[src/rtl/reg_bank_ctrl.sv]
// Sequencer for a bank of two-read-port registers. It is the bank's only driver:
// it owns the D bus and the one-hot write/read enables, and returns read results
// over a valid/ready response port.
// Optional build macro: REG_BANK_CTRL_VERIFY_EN adds a read-back check after every write.
module reg_bank_ctrl #(
  parameter int NREG = 8,
  parameter int AW   = 3,
  parameter int DW   = 32
) (
  input  logic            clk,
  input  logic            rst_n,
  input  logic            cmd_valid,
  output logic            cmd_ready,
  input  logic [1:0]      cmd_op,
  input  logic [AW-1:0]   cmd_addr_a,
  input  logic [AW-1:0]   cmd_addr_b,
  input  logic [DW-1:0]   cmd_data,
  output logic            rsp_valid,
  input  logic            rsp_ready,
  output logic [DW-1:0]   rsp_a,
  output logic [DW-1:0]   rsp_b,
  output logic            rsp_err,
  output logic [DW-1:0]   bank_d,
  output logic [NREG-1:0] bank_wr_en,
  output logic [NREG-1:0] bank_rd_a,
  output logic [NREG-1:0] bank_rd_b,
  input  logic [DW-1:0]   bus_a,
  input  logic [DW-1:0]   bus_b
);

  // state    | meaning
  // IDLE     | ready for a command
  // WR       | D bus and one write enable driven; register loads at the next edge
  // RD_EN    | read enables driven, bus settling
  // RD_CAP   | read enables held, buses captured into rsp_a/rsp_b
  // RSP      | response held until the consumer takes it
  // VF_EN    | (verify build) bus A read-back of the address just written
  // VF_CAP   | (verify build) read-back compared against the written data
`ifdef REG_BANK_CTRL_VERIFY_EN
  typedef enum logic [2:0] {
    S_IDLE, S_WR, S_RD_EN, S_RD_CAP, S_RSP, S_VF_EN, S_VF_CAP
  } state_t;
`else
  typedef enum logic [2:0] {
    S_IDLE, S_WR, S_RD_EN, S_RD_CAP, S_RSP
  } state_t;
`endif

  localparam logic [1:0] OP_WRITE = 2'b00;

  state_t          state_q, state_d;
  logic [1:0]      op_q;
  logic [AW-1:0]   addr_a_q, addr_b_q;
  logic [DW-1:0]   data_q;
  logic [DW-1:0]   rsp_a_q, rsp_b_q;
  logic [NREG-1:0] dec_a, dec_b;
  logic            accept;

  // Out-of-range addresses shift the single bit off the top and decode to all zeros.
  function automatic logic [NREG-1:0] onehot(input logic [AW-1:0] addr);
    onehot = NREG'(1) << addr;
  endfunction

  assign dec_a  = onehot(addr_a_q);
  assign dec_b  = onehot(addr_b_q);
  assign accept = cmd_valid & cmd_ready;
  assign rsp_a  = rsp_a_q;
  assign rsp_b  = rsp_b_q;

  always_comb begin
    state_d    = state_q;
    cmd_ready  = 1'b0;
    rsp_valid  = 1'b0;
    bank_d     = '0;
    bank_wr_en = '0;
    bank_rd_a  = '0;
    bank_rd_b  = '0;
    case (state_q)
      S_IDLE: begin
        cmd_ready = rst_n;
        if (cmd_valid && rst_n) begin
          state_d = (cmd_op == OP_WRITE) ? S_WR : S_RD_EN;
        end
      end
      S_WR: begin
        bank_d     = data_q;
        bank_wr_en = dec_a;
`ifdef REG_BANK_CTRL_VERIFY_EN
        state_d    = S_VF_EN;
`else
        state_d    = S_IDLE;
`endif
      end
      S_RD_EN: begin
        bank_rd_a = op_q[0] ? dec_a : '0;
        bank_rd_b = op_q[1] ? dec_b : '0;
        state_d   = S_RD_CAP;
      end
      S_RD_CAP: begin
        bank_rd_a = op_q[0] ? dec_a : '0;
        bank_rd_b = op_q[1] ? dec_b : '0;
        state_d   = S_RSP;
      end
      S_RSP: begin
        rsp_valid = 1'b1;
        if (rsp_ready) begin
          state_d = S_IDLE;
        end
      end
`ifdef REG_BANK_CTRL_VERIFY_EN
      S_VF_EN: begin
        bank_rd_a = dec_a;
        state_d   = S_VF_CAP;
      end
      S_VF_CAP: begin
        bank_rd_a = dec_a;
        state_d   = S_IDLE;
      end
`endif
      default: state_d = S_IDLE;
    endcase
  end

  always_ff @(posedge clk) begin
    if (!rst_n) begin
      state_q  <= S_IDLE;
      op_q     <= '0;
      addr_a_q <= '0;
      addr_b_q <= '0;
      data_q   <= '0;
      rsp_a_q  <= '0;
      rsp_b_q  <= '0;
    end else begin
      state_q <= state_d;
      if (accept) begin
        op_q     <= cmd_op;
        addr_a_q <= cmd_addr_a;
        addr_b_q <= cmd_addr_b;
        data_q   <= cmd_data;
      end
      // Unread ports and out-of-range addresses return zero, never bus garbage.
      if (state_q == S_RD_CAP) begin
        rsp_a_q <= (op_q[0] && (|dec_a)) ? bus_a : '0;
        rsp_b_q <= (op_q[1] && (|dec_b)) ? bus_b : '0;
      end
    end
  end

`ifdef REG_BANK_CTRL_VERIFY_EN
  logic rsp_err_q;

  // Sticky until reset; a write to a non-existent register has nothing to verify.
  always_ff @(posedge clk) begin
    if (!rst_n) begin
      rsp_err_q <= 1'b0;
    end else if ((state_q == S_VF_CAP) && (|dec_a) && (bus_a != data_q)) begin
      rsp_err_q <= 1'b1;
    end
  end

  assign rsp_err = rsp_err_q;
`else
  assign rsp_err = 1'b0;
`endif

endmodule

[config.mk]
export PLATFORM = sky130hd
export DESIGN_NAME = reg_bank_ctrl
export DESIGN_NICKNAME = d
export VERILOG_FILES = /design/src/rtl/reg_bank_ctrl.sv
export SDC_FILE = /design/constraint.sdc
export NUM_CORES = 1
export LEC_CHECK = 0
export CAP_MARGIN = 20
export CORE_MARGIN = 4
export CORE_UTILIZATION = 41
export CTS_CLUSTER_SIZE = 25
export DETAILED_ROUTE_END_ITERATION = 8
export GPL_TIMING_DRIVEN = 0
export HOLD_SLACK_MARGIN = 0.12
export PLACE_DENSITY = 0.8
export SETUP_SLACK_MARGIN = 0.5
export SYNTH_ARGS = -nofsm -noshare
export SYNTH_HDL_FRONTEND = slang
export SYNTH_SLANG_ARGS = --single-unit
[constraint.sdc]
create_clock -name clk -period 1.7 [get_ports clk]
set_input_delay 0.17 -clock clk [delete_from_list [all_inputs] [get_ports clk]]
set_output_delay 0.17 -clock clk [all_outputs]
set_load 0.01 [all_outputs]
# --- After elaboration in Yosys (flattened, before gate mapping) ---
# Index checks and enable logic that the tools add are counted.
totals:
  regBits: 107
  in_bits: 108
  output_inout_bits: 123
  wordCells: 39
op_classes:
  n_eq_ne: 6
  shifts: 2
  n_mux: 14
  bitwise: 1
  n_reduce_logical: 9
ops:
  columns: ["operator", "count"]
  rows:
  - ["2-to-1 mux 32 bit", 3]
  - ["2-to-1 mux 8 bit", 5]
  - ["OR reduction 8 bit", 2]
  - ["left shift 1 x 3 -> 8 bit, first input constant", 2]
  - ["one-hot mux 3 bit (4 select lines)", 1]
  - ["equality test 3 x 2 -> 1 bit, second input constant", 2]
  - ["2-to-1 mux 3 bit", 2]
  - ["inequality test 2 bit, second input constant", 2]
  - ["equality test 3 x 1 -> 1 bit, second input constant", 1]
  - ["equality test 3 bit, second input constant", 1]
  - ["logical AND 1 bit", 3]
  - ["logical NOT 3 bit", 1]
  - ["logical NOT 2 bit", 1]
  - ["2-to-1 mux 1 bit", 2]
  - ["2-to-1 mux 2 bit", 1]
  - ["AND reduction 2 bit", 1]
  - ["OR reduction 2 bit", 1]
  - ["bitwise AND 1 bit", 1]

# --- Depth between registers and ports, before layout ---
# Gate-level depths: netlist of the first run.
logic_depth:
  depth_word: 4
  mapped_depth: 5
  mapped_depth_nobuf: 2

# --- Worst setup path after synthesis of the first run ---
# No wires, ideal clock.
synth_path:
  path_kind: "reg-to-output"
  from: "register state_q[2]"
  to: "output port bank_wr_en[1]"
  arrival_time_ns: 1.251
  required_time_ns: 1.530
  path_slack_ns: 0.279
  stages_incl_launch_ff: 4
  n_path_buf: 1
  cell_sequence: "dfxtp_1 -> or3b_2 -> clkbuf_1 -> nor3_1"
synth_between:
  elab_chain_cells: 2
synth_lines:
  columns: ["element", "line", "source"]
  rows:
  - ["from (decl)", "51", "state_t state_q, state_d;"]
  - ["from (signal assigned)", "134", "state_q <= state_d;"]
  - ["equality test 3 x 1 -> 1 bit", "78", "case (state_q)"]
  - ["2-to-1 mux 8 bit", "78", null]
  - ["to (decl)", "24", "output logic [NREG-1:0] bank_wr_en,"]
# Every way passes these cells.

# --- Final worst setup path of the first run ---
layout_path:
  from: "register state_q[1]"
  to: "output port bank_rd_b[5]"
layout_between:
  elab_chain_cells: 3
  elab_cells_between_ends: 4
  classes_between: "eq/ne: 2; mux: 1; reduce/logical: 1"
layout_lines:
  columns: ["element", "line", "source"]
  rows:
  - ["equality test 3 x 2 -> 1 bit", "78", null]
  - ["OR reduction 2 bit (no line) (*)", null, null]
  - ["2-to-1 mux 8 bit (*)", null, null]
  - ["to (decl)", "26", "output logic [NREG-1:0] bank_rd_b,"]
# Every way passes the cells marked *; elsewhere a longest branch is shown, timed or not.

==> results by group, run 1 <==
Synthesis
  – Synth async-reset ratio: 0%
  – Seq cells post-synth: ~110
  – Top cell type's share of synthesized area: between 40% and 50%
  – Post-Syn Nets: 669
  – Dominant cell type by area after synthesis: dfxtp_1
  – Synth cell count leaders: dfxtp_1 (107), nand2_1 (106), mux2i_1 (64), nand3_1 (64)
  – Synth warn: 0
  – Ranking of synthesized cells by area: dfxtp_1 (45%), mux2i_1 (13%), nand2_1 (8.3%), nand3_1 (6.7%), nand3b_1 (6.2%)
  – EDFF count, synth: 0
  – Syn Inst Count: around 560
  – Post-synthesis cell type count: 29
  – Top_reg_cell synth: dfxtp_1
  – Top-count cell post-synth: dfxtp_1
  – Mapped Area: a little under 5000 sq um
  – Post-synthesis area per instance: roughly 8.6 sq um
  – Sequential share of the synthesized area: around 45%

Pwr
  – Total power: 6.20 mW
  – Reg power frac: between 40% and 50%
  – Switching share of total power: approximately 26%
  – Clk network pwr share: between 30% and 40%
  – Int Pwr: approximately 4.6 mW
  – Switch Pwr: 1.60 mW
  – Leakage Power: about 3.6 nW
  – Combinational share of power: between 20% and 30%
  – PwrDens: 687 nW/um^2
  – IR drop worst, VDD: about 460 uV

Detailed routing
  – Avg WL per Cell: a little under 20 microns
  – Via count: around 5400
  – Post-Route WL: between 15000 and 20000 microns
  – DRC viols: 0
  – TritonRoute pass-1 iters: 4
  – Via density: ~5.4
  – DRT iter0 DRCs: 294
  – DRT antenna net count: 0

Placed design
  – Placement Cell Area: between 7000 and 8000 sq um
  – Placer Congestion: about 0.85
  – Dpl hpwl: between 10000 and 15000 microns
  – Buffers on Ports: roughly 230

STA
  – Post-route minimum period: roughly 1.8 ns
  – Clk_skew: between 0.009 and 0.01 ns
  – Final hold vios: 0
  – Setup-failing EPs final: 10
  – FMAX: 566 MHz
  – Max-slew violation count: 0
  – Slew margin rel.: 62.1%
  – Tightest Pin Transition: around 0.57 ns
  – Final WS setup: -0.0663 ns
  – WHS: ~0.23 ns
  – RSZ-0062 raised after global routing: yes
  – Fin crit share: 104%
  – Fin Setup TNS: -0.343 ns

Critical path
  – Worst r2r dst: state_q[2]
  – Worst endpoint required time: between 1.5 and 2 ns
  – Kind of critical path: register to primary output
  – Critical Path AT: between 1.5 and 2 ns
  – Flop-to-flop setup slack: approximately 0.06 ns
  – CP max FO: 6
  – Register-to-Register Path Depth: 8
  – CP Launch Type: register
  – Setup crit end kind: primary output
  – R2R Path Start: state_q[2]

Floorplanning
  – Core Region: between 10000 and 15000 sq um
  – Initial Utilization: 42.0%
  – Die height: approximately 120 microns
  – Die area: around 14000 sq um
  – Die W: between 100 and 150 microns
  – Num ports: roughly 230
  – Row Count: 39

Clock tree
  – TritonCTS clock tree: done
  – CTS Hold Bufs: 0
  – CTS sink cnt: 107
  – Clk_lat worst skew: roughly 0.35 ns
  – Clock tree buffer depth: 2
  – CTS H-tree lvls: 3
  – CTS buffer count: 9
  – Clock slew at reported path FFs: around 0.07 ns
  – Root buf cell: clkbuf_16

Hold path
  – Worst hold path type: primary input to register
  – Worst Hold Path Cells: 3
  – Hold Crit Endpoint: data_q[0]
  – Hold Startpoint: cmd_valid

Global routing
  – GRT Util Overall: between 20% and 30%
  – Largest net degree at the start of global routing: 18
  – First-pass GRT wire length: between 20000 and 30000 microns
  – Overflow after GRT: 0
  – Number of global-route vias before repair: 5460
  – Initial antenna violation count: 0

Outcome
  – Status: complete, but fails checks
  – Failing checks: negative setup slack

Layout
  – P&R area growth vs syn: 87.3%
  – Share of cells above drive strength 1: around a third
  – Nets: approximately 960
  – Diode count: 0
  – Final core occ: about four fifths
  – Cell area after layout: 9010 sq um

Job
  – Max-cap check violation count: 0
state kept, by name, indices dropped and copies added (netlist names):
signal	count
state_q	3
addr_a_q	3
data_q	32
rsp_a	32
op_q	2
addr_b_q	3
rsp_b	32
through the flow:
step           instances  worst slack, ns
2_1_floorplan        561            0.466
3_3_place_gp         931           -0.398
3_5_place_dp         931           -0.449
4_1_cts              981          -0.0576
5_1_grt             1000           -0.130
6_report            1000          -0.0663
worst max-delay path, cell delays in order (launching register included):
cell and delay [ns]:
dfxtp_4 0.39, clkbuf_16 0.15, nand4b_1 0.18, buf_4 0.20, buf_6 0.12, nor2_2 0.07
buf_2 0.14
cell type report:
cell class | count | area (sq um)
Timing Repair Buffer | 281 | 2870
Sequential cell | 107 | 2160
Clock inverter | 6 | 88.8
Inverter | 2 | 7.51
Multi-Input combinational cell | 393 | 2960
Clock buffer | 9 | 225
Fill cell | 728 | 2450
Buffer | 59 | 536
Tap cell | 143 | 179
power by group through the flow:
stage / clock, mW / combinational, mW / sequential [mW]
2_1_floorplan: 0 / 0.440 / 2.69
3_3_place_gp: 0 / 0.848 / 2.70
3_5_place_dp: 0 / 0.865 / 2.70
4_1_cts: 2.26 / 1.02 / 2.65
5_1_grt: 2.40 / 1.36 / 2.67
6_report: 2.24 / 1.29 / 2.66
cell families (layout without fill, tap and decap cells):
logic type             count (synthesis)  count (layout)  synth area share [%]
DFF                                  107             107                  44.5
and+or+nand+nor                      284             284                  30.4
muxes                                 64              64                  13.3
AOI/OAI and AO/OA                     44              44                  5.69
other                                  1               1                0.0779
buffers and inverters                 61             357                  6.00
layout by cell type, fill, tap and decap left out, types with 3 or more instances in the layout:
cell,n
buf_8,12
nor2_2,7
mux2i_2,3
nand2_1,105
o22ai_2,36
buf_2,25
nand2b_1,4
clkdlybuf4s50_1,105
clkbuf_2,5
nand3_1,64
buf_6,62
nor3_4,7
clkbuf_16,14
nor3_2,3
nor2_1,5
nand3b_1,40
clkbuf_1,24
clkdlybuf4s15_1,3
dfxtp_1,102
buf_12,10
and2_4,31
buf_4,19
dlygate4sd2_1,60
buf_16,7
mux2i_1,60
dfxtp_4,3
worst max path at each step:
stage | endpoint | cells after the start | start
floorplan | cmd_ready | 4 | state_q[0]
global placement | bank_d[10] | 4 | state_q[2]
detailed placement | bank_d[10] | 4 | state_q[2]
CTS | bank_wr_en[6] | 4 | state_q[1]
global route | bank_rd_b[5] | 6 | state_q[1]
finish | bank_rd_b[5] | 6 | state_q[1]
layer usage:
metal | share of wire [%] | global-route usage, %
met3 | 7.4 | 6.53
met1 | 38 | 29.8
met2 | 51 | 46.0
met5 | 0 | 0
met4 | 3.4 | 10.2
what timing repair did:
| item | in CTS | in global routing |
|---|---|---|
| setup buffers | 25 | 15 |
| pin swaps | 44 | 43 |
| gates cloned | 10 | 4 |
| gates resized for setup | 432 | 129 |
| endpoints found under the setup margin | 229 | 169 |
No activity file was read; power rests on OpenSTA's default activity.
==> run 2, diff against run 1 <==
--- a/config.mk
+++ b/config.mk
@@ -6,8 +6,10 @@
 export NUM_CORES = 1
 export LEC_CHECK = 0
 export CAP_MARGIN = 20
+export CELL_PAD_IN_SITES_DETAIL_PLACEMENT = 1
+export CELL_PAD_IN_SITES_GLOBAL_PLACEMENT = 1
 export CORE_MARGIN = 4
-export CORE_UTILIZATION = 41
+export CORE_UTILIZATION = 29
 export CTS_CLUSTER_SIZE = 25
 export DETAILED_ROUTE_END_ITERATION = 8
 export GPL_TIMING_DRIVEN = 0
==> run 2 against run 1 <==
  * Sequential power hardly changed
  * Die area is 38% higher
  * First-iteration DRC count is 36% lower
  * Critical path depth is 1 lower
  * Power is 0.34% higher
  * Highest routed layer is now met5
  * Critical path type unchanged
  * The flow still finishes with violations (negative setup slack)
  * Wire length is 17% higher
  * Critical endpoint is now bank_d[10]
==> results by group, run 2 (synthesis gave the netlist of run 1 again) <==
Outcome
  – Status: complete, but fails checks (unchanged)
  – Failing checks: negative setup slack (unchanged)

Detailed routing
  – TritonRoute pass-1 iters: 4 (unchanged)
  – Avg WL per Cell: 21.1 microns (was 19.4 microns)
  – Post-Route WL: 22700 microns (was 19400 microns)
  – Via density: 5.05 (was 5.42)
  – DRT iter0 DRCs: 188 (was 294)
  – Via count: 5440 (was 5424)
  – DRT antenna net count: 0 (unchanged)
  – DRC viols: 0 (unchanged)

STA
  – FMAX: 556 MHz (was 566 MHz)
  – Post-route minimum period: 1.80 ns (was 1.77 ns)
  – Setup-failing EPs final: 43 (was 10)
  – Fin Setup TNS: -2.61 ns (was -0.343 ns)
  – Fin crit share: 106% (was 104%)
  – Final hold vios: 0 (unchanged)
  – Max-slew violation count: 0 (unchanged)
  – RSZ-0062 raised after global routing: yes (unchanged)
  – Slew margin rel.: 62.1% (about the same)
  – Tightest Pin Transition: 0.568 ns (was 0.569 ns)
  – Clk_skew: 0.0139 ns (was 0.00905 ns)
  – Final WS setup: -0.0987 ns (was -0.0663 ns)

Layout
  – Most frequent cells in the layout: nand2_1 (106), clkdlybuf4s50_1 (105), dfxtp_1 (102), nand3_1 (64), mux2i_1 (61) (was nand2_1 (105), clkdlybuf4s50_1 (105), dfxtp_1 (102), nand3_1 (64), buf_6 (62))
  – Most common cell after layout, fill and taps aside: nand2_1
  – Share of cells above drive strength 1: 31.8% (was 31.6%)
  – Fill cells: 1749 (was 728)
  – Diode count: 0 (unchanged)
  – Final core occ: 57.9% (was 78.6%)
  – Finished Layout Cells: 1078 (was 1000)
  – P&R area growth vs syn: 93.3% (was 87.3%)
  – Nets: 965 (was 961)

Placed design
  – Placer Congestion: 0.773 (was 0.854)
  – Buffers on Ports: 227 (unchanged)
  – Dpl hpwl: 14700 microns (was 12700 microns)
  – Setup slack at placement: -0.551 ns (was -0.449 ns)
  – Dpl cells: 1004 (was 931)

Global routing
  – First-pass GRT wire length: 33800 microns (was 27700 microns)
  – GRT Util Overall: 23.4% (was 25.9%)
  – Overflow after GRT: 0 (unchanged)
  – Largest net degree at the start of global routing: 17 (was 18)
  – Initial antenna violation count: 1 (was 0)
  – Number of global-route vias before repair: 5848 (was 5460)

Pwr
  – IR drop worst, VDD: 479 uV (was 462 uV)
  – PwrDens: 668 nW/um^2 (was 687 nW/um^2)
  – Leakage Power: 3.69 nW (was 3.61 nW)

Floorplanning
  – Num ports: 231 (unchanged)
  – Die area: 18700 sq um (was 13500 sq um)
  – Row Count: 46 (was 39)
  – Core Region: 16100 sq um (was 11500 sq um)
  – Die height: 137 microns (was 116 microns)
  – Initial Utilization: 30.0% (was 42.0%)
  – Die W: 137 microns (was 116 microns)

Clock tree
  – CTS buffer count: 9 (unchanged)
  – CTS sink cnt: 107 (unchanged)
  – Clk_lat worst skew: 0.36 ns (was 0.35 ns)
  – CTS Hold Bufs: 0 (unchanged)
  – Clock slew at reported path FFs: 0.08 ns (was 0.07 ns)
  – Root buf cell: clkbuf_16 (unchanged)
  – Clock tree buffer depth: 2 (unchanged)
  – TritonCTS clock tree: done (unchanged)
  – CTS H-tree lvls: 3 (unchanged)

Job
  – Max-cap check violation count: 0 (unchanged)

Critical path
  – Kind of critical path: register to primary output (unchanged)
  – CP max FO: 10 (was 6)
  – Worst endpoint required time: 1.53 ns (about the same)
  – Critical Path AT: 1.63 ns (was 1.60 ns)
  – Setup crit end kind: primary output (unchanged)
  – CP Launch Type: register (unchanged)

Hold path
  – Worst hold path type: primary input to register (unchanged)
## run 2: cell types whose count changed in the layout (fill, tap and decap cells not counted), sizes merged
cell           delta
bufinv            -2
dlygate4sd2       -4
clkdlybuf4s15     +5
buf               +2
clkinvlp          -1
inv               -1
clkbuf            +5
clkinv            +1
## run 2: metrics by stage
step / power, mW / hold WS [ns] / area (sq um)
6_report: 6.22 / 0.253 / 9310
4_1_cts: 6.12 / 0.174 / 8990
3_5_place_dp: 3.60 / 0.448 / 7500
5_1_grt: 6.45 / 0.248 / 9310
3_3_place_gp: 3.57 / 0.442 / 7500
2_1_floorplan: 3.13 / 0.339 / 4950
## run 2: repair_timing
action	in CTS	in global routing
endpoints found under the setup margin	229	173
resized for setup	507	63
pin swaps	35	7
setup buffers	34	6
cloned	18	0
## run 2: worst paths after layout
path              startpoint    endpoint  slack [ns]  cells past startpoint
hold / removal     cmd_valid   data_q[0]        0.25                      3
hold reg to reg    rsp_a[19]   rsp_a[19]        0.46                      2
setup reg to reg  state_q[1]   rsp_b[27]        0.08                      8
setup / recovery  state_q[0]  bank_d[10]        -0.1                      5
## run 2: metal layers
| layer | track usage, % | up-vias | share of wire (%) |
|---|---|---|---|
| met5 | 0 | - | 0.084 |
| met1 | 26.8 | 2658 | 39 |
| met2 | 42.3 | 207 | 52 |
| met4 | 8.26 | 2 | 2.5 |
| met3 | 5.70 | 39 | 6.6 |
| li1 | - | 2534 | - |
## run 2: final cells by class
type | instances | area (sq um) | area share (%)
repair buffers | 285 | 3030 | 32.6
multi-input cells | 393 | 2990 | 32.2
flip-flops and latches | 107 | 2160 | 23.2
plain buffers | 59 | 554 | 5.96
clock buffers | 13 | 270 | 2.90
well taps | 216 | 270 | 2.90
clock inverters | 3 | 21.3 | 0.229
inverters | 2 | 7.51 | 0.0807
## run 2: critical path, cell delays in order (launching register included)
cell	delay [ns]
dfxtp_4	0.39
nor3b_4	0.29
buf_4	0.18
clkbuf_16	0.15
and2_4	0.15
buf_6	0.10
## run 2: report_power, final
part,leakage [nW],switching [mW],internal [mW],total [mW]
sequential,0.871,0.0769,2.59,2.66
clock,0.142,0.957,1.12,2.07
combinational,2.67,0.648,0.832,1.48
total,3.69,1.68,4.54,6.22
==> run 3, diff against run 2 <==
--- a/config.mk
+++ b/config.mk
@@ -5,11 +5,11 @@
 export SDC_FILE = /design/constraint.sdc
 export NUM_CORES = 1
 export LEC_CHECK = 0
-export CAP_MARGIN = 20
 export CELL_PAD_IN_SITES_DETAIL_PLACEMENT = 1
 export CELL_PAD_IN_SITES_GLOBAL_PLACEMENT = 1
 export CORE_MARGIN = 4
 export CORE_UTILIZATION = 29
+export CTS_CLUSTER_DIAMETER = 50
 export CTS_CLUSTER_SIZE = 25
 export DETAILED_ROUTE_END_ITERATION = 8
 export GPL_TIMING_DRIVEN = 0
==> results of run 3 <==
Final layout, timing and power as in run 2 (identical DEF).
